--- src/rtl/instr_fetch_if.sv ---
// Instruction-memory read bus between the fetch unit (master) and memory (slave).
// One request is outstanding at a time; imem_ack is a single-cycle completion strobe.
interface instr_fetch_if;
  logic        imem_req;
  logic [31:0] imem_addr;
  logic        imem_ack;
  logic [31:0] imem_rdata;

  modport master (output imem_req, imem_addr, input imem_ack, imem_rdata);
  modport slave  (input imem_req, imem_addr, output imem_ack, imem_rdata);
endinterface

--- src/rtl/instr_fetch.sv ---
// Instruction fetch: PC/next-PC selection, single-entry fetch buffer filled over the
// imem bus by an IDLE/REQ/DISCARD FSM, and the instruction register.
module instr_fetch (
  input  logic         CLK,
  input  logic         RST,
  input  logic         PCWre,
  input  logic [1:0]   PCSrc,
  input  logic         IRWre,
  input  logic [31:0]  BrImm,
  input  logic [31:0]  JrAddr,
  instr_fetch_if.master imem,
  output logic [31:0]  PC,
  output logic [31:0]  PC4,
  output logic [31:0]  IR,
  output logic [5:0]   op,
  output logic         FbValid,
  output logic         MissErr
);

  typedef enum logic [1:0] {IDLE, REQ, DISCARD} state_t;

  state_t      state;
  logic [31:0] fb;
  logic [31:0] pc_next;
  logic        halt_q;
  logic        halt;

  assign PC4  = PC + 32'd4;
  assign op   = IR[31:26];
  assign halt = halt_q | (op == 6'h3F);

  always_comb begin
    pc_next = PC4;
    case (PCSrc)
      2'b01:   pc_next = PC4 + {BrImm[29:0], 2'b00};
      2'b10:   pc_next = JrAddr;
      2'b11:   pc_next = {PC4[31:28], IR[25:0], 2'b00};
      default: pc_next = PC4;
    endcase
  end

  always_ff @(posedge CLK or negedge RST) begin
    if (!RST)       PC <= 32'd0;
    else if (PCWre) PC <= pc_next;
  end

  // IR samples the buffer before any same-edge invalidation, so IRWre+PCWre
  // still delivers the instruction belonging to the old PC.
  always_ff @(posedge CLK or negedge RST) begin
    if (!RST) begin
      IR      <= 32'd0;
      MissErr <= 1'b0;
      halt_q  <= 1'b0;
    end else begin
      if (IRWre) begin
        if (FbValid) IR      <= fb;
        else         MissErr <= 1'b1;
      end
      if (op == 6'h3F) halt_q <= 1'b1;
    end
  end

  always_ff @(posedge CLK or negedge RST) begin
    if (!RST) begin
      state          <= IDLE;
      fb             <= 32'd0;
      FbValid        <= 1'b0;
      imem.imem_req  <= 1'b0;
      imem.imem_addr <= 32'd0;
    end else begin
      case (state)
        IDLE: begin
          if (PCWre) FbValid <= 1'b0;
          // Fetch from the PC that will be current once this edge has passed.
          if (!FbValid && !halt) begin
            state          <= REQ;
            imem.imem_req  <= 1'b1;
            imem.imem_addr <= PCWre ? pc_next : PC;
          end
        end
        REQ: begin
          if (imem.imem_ack) begin
            fb <= imem.imem_rdata;
            if (!PCWre) FbValid <= 1'b1;
            if (PCWre && !halt) begin
              imem.imem_addr <= pc_next;
            end else begin
              state         <= IDLE;
              imem.imem_req <= 1'b0;
            end
          end else if (PCWre) begin
            state <= DISCARD;
          end
        end
        DISCARD: begin
          if (imem.imem_ack) begin
            state         <= IDLE;
            imem.imem_req <= 1'b0;
          end
        end
        default: begin
          state         <= IDLE;
          imem.imem_req <= 1'b0;
        end
      endcase
    end
  end

endmodule

--- src/flat_wrapper.sv ---
// flat-port wrapper written by rule: the top's interface ports become plain ports
module instr_fetch_flat 
  (CLK, RST, PCWre, PCSrc, IRWre, BrImm, JrAddr, PC, PC4, IR, op, FbValid, MissErr, imem_imem_req, imem_imem_addr, imem_imem_ack, imem_imem_rdata);
  instr_fetch_if imem_i ();
  input  logic CLK;
  input  logic RST;
  input  logic PCWre;
  input  logic [1:0] PCSrc;
  input  logic IRWre;
  input  logic [31:0] BrImm;
  input  logic [31:0] JrAddr;
  output logic [31:0] PC;
  output logic [31:0] PC4;
  output logic [31:0] IR;
  output logic [5:0] op;
  output logic FbValid;
  output logic MissErr;
  output wire logic [$bits(imem_i.imem_req)-1:0] imem_imem_req;
  output wire logic [$bits(imem_i.imem_addr)-1:0] imem_imem_addr;
  input wire logic [$bits(imem_i.imem_ack)-1:0] imem_imem_ack;
  input wire logic [$bits(imem_i.imem_rdata)-1:0] imem_imem_rdata;
  assign imem_imem_req = imem_i.imem_req;
  assign imem_imem_addr = imem_i.imem_addr;
  assign imem_i.imem_ack = imem_imem_ack;
  assign imem_i.imem_rdata = imem_imem_rdata;
  instr_fetch u_core (.CLK(CLK), .RST(RST), .PCWre(PCWre), .PCSrc(PCSrc), .IRWre(IRWre), .BrImm(BrImm), .JrAddr(JrAddr), .imem(imem_i), .PC(PC), .PC4(PC4), .IR(IR), .op(op), .FbValid(FbValid), .MissErr(MissErr));
endmodule
--- config.mk ---
export PLATFORM = sky130hd
export DESIGN_NAME = instr_fetch_flat
export DESIGN_NICKNAME = d
export VERILOG_FILES = /design/src/rtl/instr_fetch_if.sv /design/src/rtl/instr_fetch.sv /design/src/flat_wrapper.sv
export SDC_FILE = /design/constraint.sdc
export NUM_CORES = 1
export LEC_CHECK = 0
export BUFFER_PORTS_ARGS = -buffer_cell sky130_fd_sc_hd__buf_2
export CAP_MARGIN = 15
export CORE_MARGIN = 2
export CORE_UTILIZATION = 57
export CTS_CLUSTER_SIZE = 20
export DETAILED_ROUTE_END_ITERATION = 10
export GPL_ROUTABILITY_DRIVEN = 0
export PLACE_DENSITY_LB_ADDON = 0.1
export SLEW_MARGIN = 25
export SYNTH_ARGS = -nofsm -noshare
export SYNTH_HDL_FRONTEND = slang
export SYNTH_SLANG_ARGS = --single-unit
--- constraint.sdc ---
create_clock -name CLK -period 11.7 [get_ports CLK]
set_input_delay 2.34 -clock CLK [delete_from_list [all_inputs] [get_ports CLK]]
set_output_delay 2.34 -clock CLK [all_outputs]
set_load 0.01 [all_outputs]
==> results.sh <==
export IMPL_outcome="finished, final reports clean"
export IMPL_hold_viol_final=0
export IMPL_p_sw_mw=1.28
export IMPL_finalWirelength_mm=23.8
export IMPL_route_detailed_drc=0
export IMPL_synth_cells=839
export IMPL_ant_nets=0
export IMPL_cts_buffers=17
export IMPL_insertion_delay_ns=0.42
export IMPL_start_kind="input pin"
export IMPL_cts_clk_slew_worst_paths_ns=0.06
export IMPL_end_kind="flip-flop"
export IMPL_synthTopCellsByArea="dfrtp_1 (40%), mux2_2 (11%), mux4_2 (5.9%)"
export IMPL_synth_top_area_share_pct=40.1
export IMPL_clockRootBuffer="clkbuf_16"
export IMPL_worst_slew_pin_slew_ns=0.932
export IMPL_cap_violations=0
export IMPL_fillers=1150
export IMPL_grt_pass1_vias=7263
export IMPL_drt_iter0_markers=559
export IMPL_ys_ff_latch=134
export IMPL_critPathKind="input pin to flip-flop"
export IMPL_seqPwrFrac_pct=30.0
export IMPL_finalMaxSlewViolations=0
export IMPL_regArea_mm2=0.00335
export IMPL_h_tree_depth=4
export IMPL_die_area_mm2=0.0157
export IMPL_vdd_drop_max_mv=0.171
export IMPL_cp_slowest_stage_delay_ns=0.53
export IMPL_synth_seq_area_share_pct=40.1
export IMPL_route_vias_total=7534
export IMPL_clock_skew_ns=0.00808
export IMPL_routedWlPerCell_um=19.0
export IMPL_mostFrequentLayoutCell="buf_2"
export IMPL_avgSynthCellArea_um2=9.98
export IMPL_grt_ovfl_total=0
export IMPL_yosys_warnings=0
export IMPL_die_w_um=125
export IMPL_area_growth_pct=22.9
export IMPL_cts_tree="yes"
export IMPL_fin_crit_sh_pct=44.7
export IMPL_syn_area_mm2=0.00837
export IMPL_fp_dieH_um=125
export IMPL_finish_utilization_pct=71.3
export IMPL_min_period_ns=5.23
export IMPL_total_leakage_power_nw=4.82
export IMPL_pwr_share_comb_pct=51.4
export IMPL_synth_flop_cell="dfrtp_1"
export IMPL_synth_nets=977
export IMPL_grt_max_degree=79
export IMPL_pwr_share_clk_pct=18.5
export IMPL_slew_headroom_pct=37.6
export IMPL_switching_share_pct=42.6
export IMPL_layout_common_cells="buf_2 (236), dfrtp_1 (134), nand2_1 (88)"
export IMPL_crit_chain="buf_2 > ha_1 > inv_1 > fa_1 > nor2b_1 > o211ai_1 > a311o_1 > o211ai_2 > a221o_1 > a2111oi_0 > a31o_2 > o41ai_1 > mux2i_1"
export IMPL_cellPowerDensity_mw_per_mm2=293
export IMPL_cts_resized=0
export IMPL_setup_viol=0
export IMPL_routed_via_density=6.00
export IMPL_setup_tns_ns=0
export IMPL_antenna_found_initial=0
export IMPL_path_buf_inv=2
export IMPL_cp_top_family="compound AO/OA/AOI/OAI gates"
export IMPL_drive_gt1_share_pct=36.7
export IMPL_coreArea_mm2=0.0144
export IMPL_clkSinkCount=134
export IMPL_grtUsageTotal_pct=30.9
export IMPL_hpwlAfterDp_mm=17.7
export IMPL_synth_distinct_cells=60
export IMPL_worst_ep_required_time_ns=11.96
export IMPL_rsz0062_at_grt="false"
export IMPL_num_rows=44
export IMPL_final_cell_area_mm2=0.0103
export IMPL_cp_data_arrival_time_ns=5.49
export IMPL_clock_path_buffers=2
export IMPL_synth_edff_count=0
export IMPL_start_util_pct=58.0
export IMPL_grt_pass1_wl_mm=38.2
export IMPL_cp_max_fo=5
export IMPL_critical_path_slowest_cell="o41ai_1"
export IMPL_post_cts_setup_buffers=0
export IMPL_holdCritPathClass="flip-flop to flip-flop"
export IMPL_async_flop_share_pct=100
export IMPL_yosys_area_top_type="dfrtp_1"
export IMPL_p_int_mw=1.73
export IMPL_hold_ws_ns=0.462
export IMPL_multiInputGateArea_mm2=0.00473
export IMPL_first_pass_iters=5
export IMPL_ios=240
export IMPL_dpl_cell_area_mm2=0.00966
export IMPL_nNetsFinal=1195
export IMPL_max_freq_mhz=191
export IMPL_port_buffers=237
export IMPL_cts_hold_buffers=0
-- synthesized netlist by cell type (10+ instances only) --
master and number:
mux2_2 84, a21o_1 12, xor2_1 18, nand2_1 88, dfrtp_1 134, nor2_1 74, nor2b_1 10, ha_1 34
clkbuf_1 28, a21oi_1 52, a31oi_1 13, mux2i_1 12, nand3_1 23, nand4_1 13, o21ai_0 47, inv_1 20
mux4_2 22, xnor2_1 31
-- kinds of logic after synthesis --
logic type      Yosys count  share of synthesized area (%)
buf+inv                  69                           3.51
mux                     118                           18.7
xor+xnor                 49                           5.13
flops                   134                           40.1
fa+ha+maj                35                           5.32
simple gates            252                           13.7
compound gates          182                           13.6
-- stage by stage --
stage          total power, mW  setup WS (ns)  cells
2_1_floorplan             1.90           6.86    839
3_3_place_gp              2.40           6.19   1222
3_5_place_dp              2.43           6.20   1222
4_1_cts                   3.00           6.54   1254
5_1_grt                   3.22           6.25   1254
6_report                  3.01           6.47   1255
-- layout make-up --
cell class                      count  area share (%)
Clock inverter                     13            1.67
Inverter                           21           0.766
Tap cell                          184            2.24
Sequential cell                   134            32.6
Antenna cell                        1          0.0243
Timing Repair Buffer              247            12.4
Multi-Input combinational cell    636            46.0
Clock buffer                       19            4.40
-- power by group through the flow --
stage	sequential [mW]	combinational (mW)	clock [mW]
floorplan	0.915	0.981	0
global placement	0.894	1.51	0
detailed placement	0.903	1.53	0
CTS	0.898	1.54	0.561
global route	0.936	1.70	0.585
finish	0.905	1.55	0.558
-- sequential cells by signal, summed over array words and instances, names as in the netlist --
register and cells:
u_core.FbValid 1, u_core.IR 32, u_core.MissErr 1, u_core.PC 32, u_core.fb 32, u_core.halt_q 1
u_core.imem.imem_addr 32, u_core.imem.imem_req 1, u_core.state 2
-- path summary, 6_finish.rpt --
check	to	slack [ns]	cells past startpoint	start
setup / recovery	u_core.PC[28]	6.47	13	BrImm[0]
hold / removal	u_core.MissErr	0.46	1	u_core.MissErr
setup reg to reg	u_core.imem.imem_addr[31]	6.89	16	u_core.PC[3]
hold reg to reg	u_core.MissErr	0.46	1	u_core.MissErr
max in group asynchronous	u_core.imem.imem_addr[30]	8.76	2	RST
min in group asynchronous	u_core.fb[7]	1.88	1	RST
-- per-layer routing --
| layer | vias to the layer above | share of wire, % | routed length (um) | global-route usage [%] |
|---|---|---|---|---|
| met2 | 354 | 46 | 10800 | 46.8 |
| met1 | 3652 | 43 | 10300 | 44.6 |
| li1 | 3487 | - | - | - |
| met5 | - | 0 | 0 | 0 |
| met3 | 41 | 8.9 | 2120 | 6.85 |
| met4 | 0 | 2.4 | 564 | 10.1 |
(Power assumes the default switching activity.)
